File: config.mk
export PLATFORM = sky130hd
export DESIGN_NAME = add_serial_param
export DESIGN_NICKNAME = d
export VERILOG_FILES = /design/src/rtl/add_serial_pkg.sv /design/src/rtl/add_serial_param_slice.sv /design/src/rtl/add_serial_param.sv
export SDC_FILE = /design/constraint.sdc
export NUM_CORES = 1
export LEC_CHECK = 0
export ABC_AREA = 1
export BUFFER_PORTS_ARGS = -buffer_cell sky130_fd_sc_hd__buf_2
export CAP_MARGIN = 10
export CORE_AREA = 2 2 60 62
export CTS_BUF_LIST = sky130_fd_sc_hd__clkbuf_8
export DETAILED_ROUTE_END_ITERATION = 8
export DIE_AREA = 0 0 62 64
export PLACE_DENSITY_LB_ADDON = 0.15
export SETUP_SLACK_MARGIN = 0.1
export SKIP_CTS_REPAIR_TIMING = 1
export SYNTH_ARGS = -nofsm -noshare
export SYNTH_HDL_FRONTEND = slang
export SYNTH_SLANG_ARGS = --single-unit
File: constraint.sdc
create_clock -name clk -period 3.3 [get_ports clk]
set_clock_uncertainty 0.05 [all_clocks]
set_input_delay 0 -clock clk [delete_from_list [all_inputs] [get_ports clk]]
set_output_delay 0 -clock clk [all_outputs]
set_load 0.01 [all_outputs]
File: src/rtl/add_serial_pkg.sv
// Shared types and helpers for the digit-serial adder/subtractor.
package add_serial_pkg;

    typedef enum logic [1:0] {
        IDLE = 2'd0,
        ADD  = 2'd1,
        DONE = 2'd2
    } state_t;

    localparam logic MODE_ADD = 1'b0;
    localparam logic MODE_SUB = 1'b1;

    function automatic int ncyc_of(input int width, input int digit);
        return width / digit;
    endfunction

    function automatic int count_width(input int width, input int digit);
        return $clog2(width / digit + 1);
    endfunction

endpackage

File: src/rtl/add_serial_param_slice.sv
// Combinational DIGIT-bit ripple slice; also exposes the carry into its MSB.
module digit_adder_slice #(
    parameter int DIGIT = 1
) (
    input  logic [DIGIT-1:0] x,
    input  logic [DIGIT-1:0] y,
    input  logic             cin,
    output logic [DIGIT-1:0] s,
    output logic             cout,
    output logic             c_msb_in
);

    logic [DIGIT:0] sum;

    always_comb begin
        sum      = {1'b0, x} + {1'b0, y} + {{DIGIT{1'b0}}, cin};
        s        = sum[DIGIT-1:0];
        cout     = sum[DIGIT];
        // Carry into the MSB recovered from the MSB's sum bit and operands.
        c_msb_in = sum[DIGIT-1] ^ x[DIGIT-1] ^ y[DIGIT-1];
    end

endmodule

File: src/rtl/add_serial_param.sv
// Digit-serial adder/subtractor: captures operands on start, adds DIGIT bits
// per cycle LSB first, reports carry-out and signed overflow. WIDTH >= 2, DIGIT | WIDTH.
module add_serial_param
    import add_serial_pkg::*;
#(
    parameter int WIDTH = 8,
    parameter int DIGIT = 1
) (
    input  logic             clk,
    input  logic             rst,
    input  logic             en,
    input  logic             sub,
    input  logic [WIDTH-1:0] a,
    input  logic [WIDTH-1:0] b,
    output logic [WIDTH-1:0] out,
    output logic             cout,
    output logic             ovf,
    output logic             busy,
    output logic             done
);

    localparam int NCYC = ncyc_of(WIDTH, DIGIT);
    localparam int CW   = count_width(WIDTH, DIGIT);

    state_t           state, state_next;
    logic [WIDTH-1:0] a_reg, b_reg;
    logic             carry;
    logic [CW-1:0]    count;

    logic [DIGIT-1:0] s_digit;
    logic             s_cout, s_cmsb;
    logic             start, last;
    logic [WIDTH-1:0] out_shift;

    digit_adder_slice #(.DIGIT(DIGIT)) u_slice (
        .x        (a_reg[DIGIT-1:0]),
        .y        (b_reg[DIGIT-1:0]),
        .cin      (carry),
        .s        (s_digit),
        .cout     (s_cout),
        .c_msb_in (s_cmsb)
    );

    // New digits enter at the top so the result ends up LSB-aligned.
    generate
        if (DIGIT == WIDTH) begin : g_single
            assign out_shift = s_digit;
        end else begin : g_multi
            assign out_shift = {s_digit, out[WIDTH-1:DIGIT]};
        end
    endgenerate

    always_comb begin
        start      = en && (state == IDLE || state == DONE);
        last       = (count == CW'(NCYC - 1));
        state_next = state;
        case (state)
            IDLE:    if (en) state_next = ADD;
            ADD:     if (last) state_next = DONE;
            DONE:    if (en) state_next = ADD;
            default: state_next = IDLE;
        endcase
    end

    assign busy = (state == ADD);
    assign done = (state == DONE);

    always_ff @(posedge clk) begin
        if (!rst) begin
            state <= IDLE;
            a_reg <= '0;
            b_reg <= '0;
            carry <= 1'b0;
            count <= '0;
            out   <= '0;
            cout  <= 1'b0;
            ovf   <= 1'b0;
        end else begin
            state <= state_next;
            if (start) begin
                a_reg <= a;
                b_reg <= (sub == MODE_SUB) ? ~b : b;
                carry <= sub;
                count <= '0;
                out   <= '0;
                cout  <= 1'b0;
                ovf   <= 1'b0;
            end else if (state == ADD) begin
                out   <= out_shift;
                a_reg <= a_reg >> DIGIT;
                b_reg <= b_reg >> DIGIT;
                carry <= s_cout;
                count <= count + CW'(1);
                if (last) begin
                    cout <= s_cout;
                    ovf  <= s_cmsb ^ s_cout;
                end
            end
        end
    end

endmodule
* Yosys cells after proc, flatten, opt, wreduce, memory -nomap -nowiden
Cells that the tools add are included.
Storage, ports and cells: flip-flop bits (word level) 33, output and inout bits 12, logic and storage cells 39
Cells by class: add/sub/neg operators 3, equal/unequal tests 5, multiplexer cells 10, bitwise gates (word level) 5, reductions and logical operators 8
Operators by type and width (count):
- 8-bit 2-to-1 mux | 5
- 8-bit inverter | 1
- 4-bit by 1-bit adder with 4-bit output (second input constant) | 1
- 4-bit by 3-bit equality test with 1-bit output (second input constant) | 1
- 2-bit 2-to-1 mux | 2
- 2-bit by 1-bit inequality test with 1-bit output (second input constant) | 2
- 2-bit case mux with 2 select lines | 1
- 2-bit AND reduction | 2
- 2-bit OR reduction | 2
- 1-bit bitwise XOR | 3
- 1-bit by 1-bit adder with 2-bit output | 1
- 2-bit by 1-bit adder with 2-bit output | 1
- 2-bit by 1-bit equality test with 1-bit output (second input constant) | 1
- 2-bit equality test (second input constant) | 1
- 2-bit logical NOT | 1
- 1-bit 2-to-1 mux | 2
- 2-bit nonzero test | 1
- 1-bit logical AND | 1
- 1-bit logical OR | 1
- 1-bit inverter | 1

* Longest topological paths before layout
depth after elaboration 5, gate-level depth with buffers 7

* Modules after synthesis
A second synthesis with hierarchy kept.
Unflattened totals: cell total of the unflattened synthesis 236, area, all modules 1586.5 um^2
Modules (own cells, without submodules):
- add_serial_param | instances 1, cells each 225, area an instance 1526.5 um^2
- digit_adder_slice | instances 1, cells each 11, area an instance 60.1 um^2

* Worst setup path before layout
Ideal clock, no wire load.
path type reg2reg, from register b_reg[0], to register ovf, setup time 116 ps, data arrival time 1160 ps, path slack 1975 ps, cell stages (with the launch flop) 8, buffers on the path 0, path through dfxtp_1 -> fa_1 -> inv_1 -> nand2_1 -> nand2_1 -> nand2_1 -> nand2_1 -> a21oi_1
Between the ends: word-level cells in the longest chain between the ends 5
RTL lines:
- start: declaration | RTL line add_serial_param.sv:26 | logic [WIDTH-1:0] a_reg, b_reg;
- start signal: assignment | RTL line add_serial_param.sv:82 | b_reg <= (sub == MODE_SUB) ? ~b : b;
- start signal: assignment | RTL line add_serial_param.sv:91 | b_reg <= b_reg >> DIGIT;
- 1-bit by 1-bit adder with 2-bit output | RTL line add_serial_param_slice.sv:16 | sum = {1'b0, x} + {1'b0, y} + {{DIGIT{1'b0}}, cin};
- 2-bit by 1-bit adder with 2-bit output | RTL line add_serial_param_slice.sv:16
- named net s_digit | RTL line add_serial_param.sv:30 | logic [DIGIT-1:0] s_digit;
- 1-bit bitwise XOR (2 in series) | RTL line add_serial_param_slice.sv:20 | c_msb_in = sum[DIGIT-1] ^ x[DIGIT-1] ^ y[DIGIT-1];
- 1-bit bitwise XOR | RTL line add_serial_param.sv:96 | ovf <= s_cmsb ^ s_cout;
- end signal: assignment | RTL line add_serial_param.sv:96
- end: declaration | RTL line add_serial_param.sv:17 | output logic ovf,
The timed path passes the listed nets, and every way through them passes these cells. A chain may end at the register's enable or synchronous reset.

* Worst setup path after layout
from register state[0], to register cout
Between the ends: word-level cells in the longest chain between the ends 4
RTL lines:
- start: declaration | RTL line add_serial_param.sv:25 | state_t state, state_next;
- start signal: assignment | RTL line add_serial_param.sv:79 | state <= state_next;
- 2-bit equality test / 2-bit logical NOT (equally long branches) | RTL line add_serial_param.sv:54 | start = en && (state == IDLE || state == DONE);
- 1-bit logical OR | RTL line add_serial_param.sv:54
- 1-bit logical AND | RTL line add_serial_param.sv:54
- 2-bit OR reduction (no source line)
- end signal: assignment | RTL line add_serial_param.sv:95 | cout <= s_cout;
- end: declaration | RTL line add_serial_param.sv:16 | output logic cout,
Several ways; a longest one is shown, not always the timed one.

==> key figures <==
Min path
  – Hold Path Class: primary input to register
  – Worst hold start: a[5]
  – Hold path cells: 5
  – WHS Endpoint: a_reg[5]

Place
  – Placer Congestion: around 0.75
  – DPL Wire Length: around 2200 um
  – Placed instance area: roughly 1800 sq um
  – Place WS: 1.51 ns
  – # port buffers: 31

Global routing
  – First-pass GRT wire length: roughly 5500 um
  – Largest net degree at the start of global routing: 26
  – Initial antenna violation count: 0
  – Vias in the first global route: 1,339
  – Grt ovf: 0
  – All-layer global routing usage: between 15 and 20%

Die
  – Row count: 21
  – Die area: between 3000 and 4000 sq um
  – Initial Util: between 40% and 50%
  – Die W: around 62 um
  – Core region area: around 3300 sq um
  – Die height: approximately 64 um
  – Io pins: 32

STA
  – Worst-margin pin slew: 0.925 ns
  – Setup TNS: 0 ns
  – Final hold violation count: 4
  – Unrepaired setup endpoints after global routing: no
  – Fin crit share: a little over half
  – Fin Hold WS: -0.0371 ns
  – Minimum clock period: approximately 1.8 ns
  – Worst relative slew slack: roughly two fifths
  – Fmax: 562 MHz
  – Final setup violation count: 0
  – Fin worst setup slack: 1.52 ns
  – Slew Viols, Final: 0

Pwr
  – Power consumption: around 0.84 mW
  – Sequential power share: 51.3%
  – Switching share of power: approximately 28%
  – Internal: roughly 0.61 mW
  – Combinational Power Share: between 10% and 20%
  – Pwr dens: around 450 nW/um^2
  – Sw Pwr: around 0.23 mW
  – VDD IR max: between 0.0003 and 0.0004 V
  – Leak Pwr: 1.00 nW
  – Clk network pwr share: 32.4%

Yosys
  – Unique masters post-synth: 19
  – Mapped Cells: approximately 250
  – Register area share after synthesis: a little over two fifths
  – Average size of a mapped cell: between 6 and 7 sq um
  – Area share of the largest cell type after synthesis: a little over two fifths
  – Yosys warns: 0
  – Net Count, Synth: about 270
  – Leading post-synthesis cells by cell area: dfxtp_1 (42%), nand2_1 (23%), inv_1 (7.6%), nand3_1 (6.0%), nor2_1 (5.2%)
  – Dominant cell type by area after synthesis: dfxtp_1
  – Netlist Area Pre-Place: around 1600 sq um
  – Yosys reg bits: 33

Finish
  – # nets final: 306
  – Ant. Diodes: 0
  – Final instance area: approximately 1900 sq um
  – Ratio of cells with drive above 1 in the final layout: between 10% and 20%
  – Syn-to-layout area delta: 19.7%

Clock tree
  – Clock Latency Late Sink: roughly 0.28 ns
  – Clock root cell: clkbuf_8
  – CTS clock-pin slew for the worst setup and hold paths: around 0.060 ns
  – CTS tree: yes
  – CTS sink cnt: 33
  – H-tree depth: 2
  – Clock buffer depth: 2
  – Total CTS buffers: 5

Critical path
  – Most used cell, CP: nor2_1
  – Critical Path AT: 1.91 ns
  – Crit end category: register
  – CP max stage cell: nor2_1
  – CP bufs+invs: 1
  – Reg-to-reg setup timing slack: around 1.5 ns
  – WP depth: 5
  – Cells along the critical path: inv_1 > nor2_1 > nand2_1 > o21ai_0 > nor2_1
  – Capture point of the worst reg-to-reg path: cout
  – Crit path max-delay family: simple AND/OR/NAND/NOR gates
  – R2R depth: 5
  – Crit Path Max Fanout: 16
  – Crit Path Class: register to register
  – Startpoint types: register
  – Crit path largest cell delay: 0.70 ns
  – Reg-to-Reg Start: state[0]
  – Req. time, crit path: approximately 3.4 ns

Route
  – Routed WL per cell: between 9 and 10 um
  – Initial detailed-routing violation count: between 70 and 80
  – Final WL: about 3200 um
  – DR vias/cell: roughly 4.6
  – DRC: 0
  – Drt pass-1 iters: 4
  – Detail Route Antenna Nets: 0
  – Vias post-DR: between 1.5k and 2k

Outcome
  – Status: finished with violations
  – Violations in the final reports: hold timing

Run
  – Max Cap Viol: 0
==> layout make-up <==
class | instances | area (sq um)
Fill cell | 346 | 1390
Multi-Input combinational cell | 173 | 754
Sequential cell | 33 | 661
Timing Repair Buffer | 38 | 220
Inverter | 33 | 124
Clock buffer | 5 | 68.8
Tap cell | 46 | 57.6
Clock inverter | 1 | 5.00
==> cells in the final DEF (no fill, tap or decap) <==
cell type,n
fa_1,1
nor3_1,3
o21ai_0,9
clkinv_2,1
a211oi_1,1
dlygate4sd3_1,5
a21oi_1,16
dfxtp_1,33
nand2_2,1
buf_2,31
nor2_1,22
xor2_1,1
or2_2,1
inv_1,32
inv_2,1
ha_1,1
buf_4,2
nand3_1,19
nand2_1,96
clkbuf_8,5
o21a_1,2
==> routing by layer <==
metal / vias to the layer above / track usage, % / part of all wire (%)
met5: - / 0 / 0
met4: 0 / 6.65 / 1.6
met3: 6 / 5.47 / 5.3
met2: 28 / 27.9 / 42
met1: 646 / 24.3 / 51
li1: 832 / - / -
==> per-stage QoR <==
stage | utilization (%) | std cells | hold WS, ns
2_1_floorplan | - | 247 | 0.0849
3_3_place_gp | 53.8 | 318 | 0.172
3_5_place_dp | 53.8 | 318 | 0.179
4_1_cts | 56.0 | 324 | -0.115
5_1_grt | 57.6 | 329 | 0.00110
6_report | 57.6 | 329 | -0.0371
==> power by group through the flow <==
stage / clock network [mW] / registers (mW) / logic (mW)
global route: 0.294 / 0.435 / 0.162
finish: 0.273 / 0.432 / 0.137
global placement: 0 / 0.441 / 0.132
CTS: 0.282 / 0.432 / 0.134
detailed placement: 0 / 0.441 / 0.134
floorplan: 0 / 0.439 / 0.0993
==> how the worst max path moves through the flow <==
| stage | from | end | slack (ns) |
|---|---|---|---|
| after global routing | state[0] | cout | 1.24 |
| final | state[0] | cout | 1.52 |
| after detailed placement | state[1] | b_reg[7] | 1.51 |
| after CTS | state[1] | b_reg[7] | 1.50 |
| after global placement | state[1] | a_reg[6] | 1.55 |
| after floorplan | b_reg[0] | ovf | 1.97 |
==> worst min-delay path, delay by kind of cell <==
kind | cells | cell delay (ns)
simple gates | 3 | 0.16
buf+inv | 2 | 0.11
==> cell usage after synthesis (all sizes together) <==
master  instances
a21oi          16
clkbuf          2
nand3          19
buf             6
a211oi          1
ha              1
nor3            3
nor2           22
o21a            2
or2             1
o21ai           9
xor2            1
fa              1
dfxtp          33
nand2          97
inv            33
==> logic make-up after synthesis <==
group           synth area share (%)
compound gates                  9.35
fa+ha+maj                       2.06
flops                           41.8
simple gates                    35.8
buf+inv                         10.4
xor+xnor                       0.555
No activity file was read; power rests on OpenSTA's default activity.
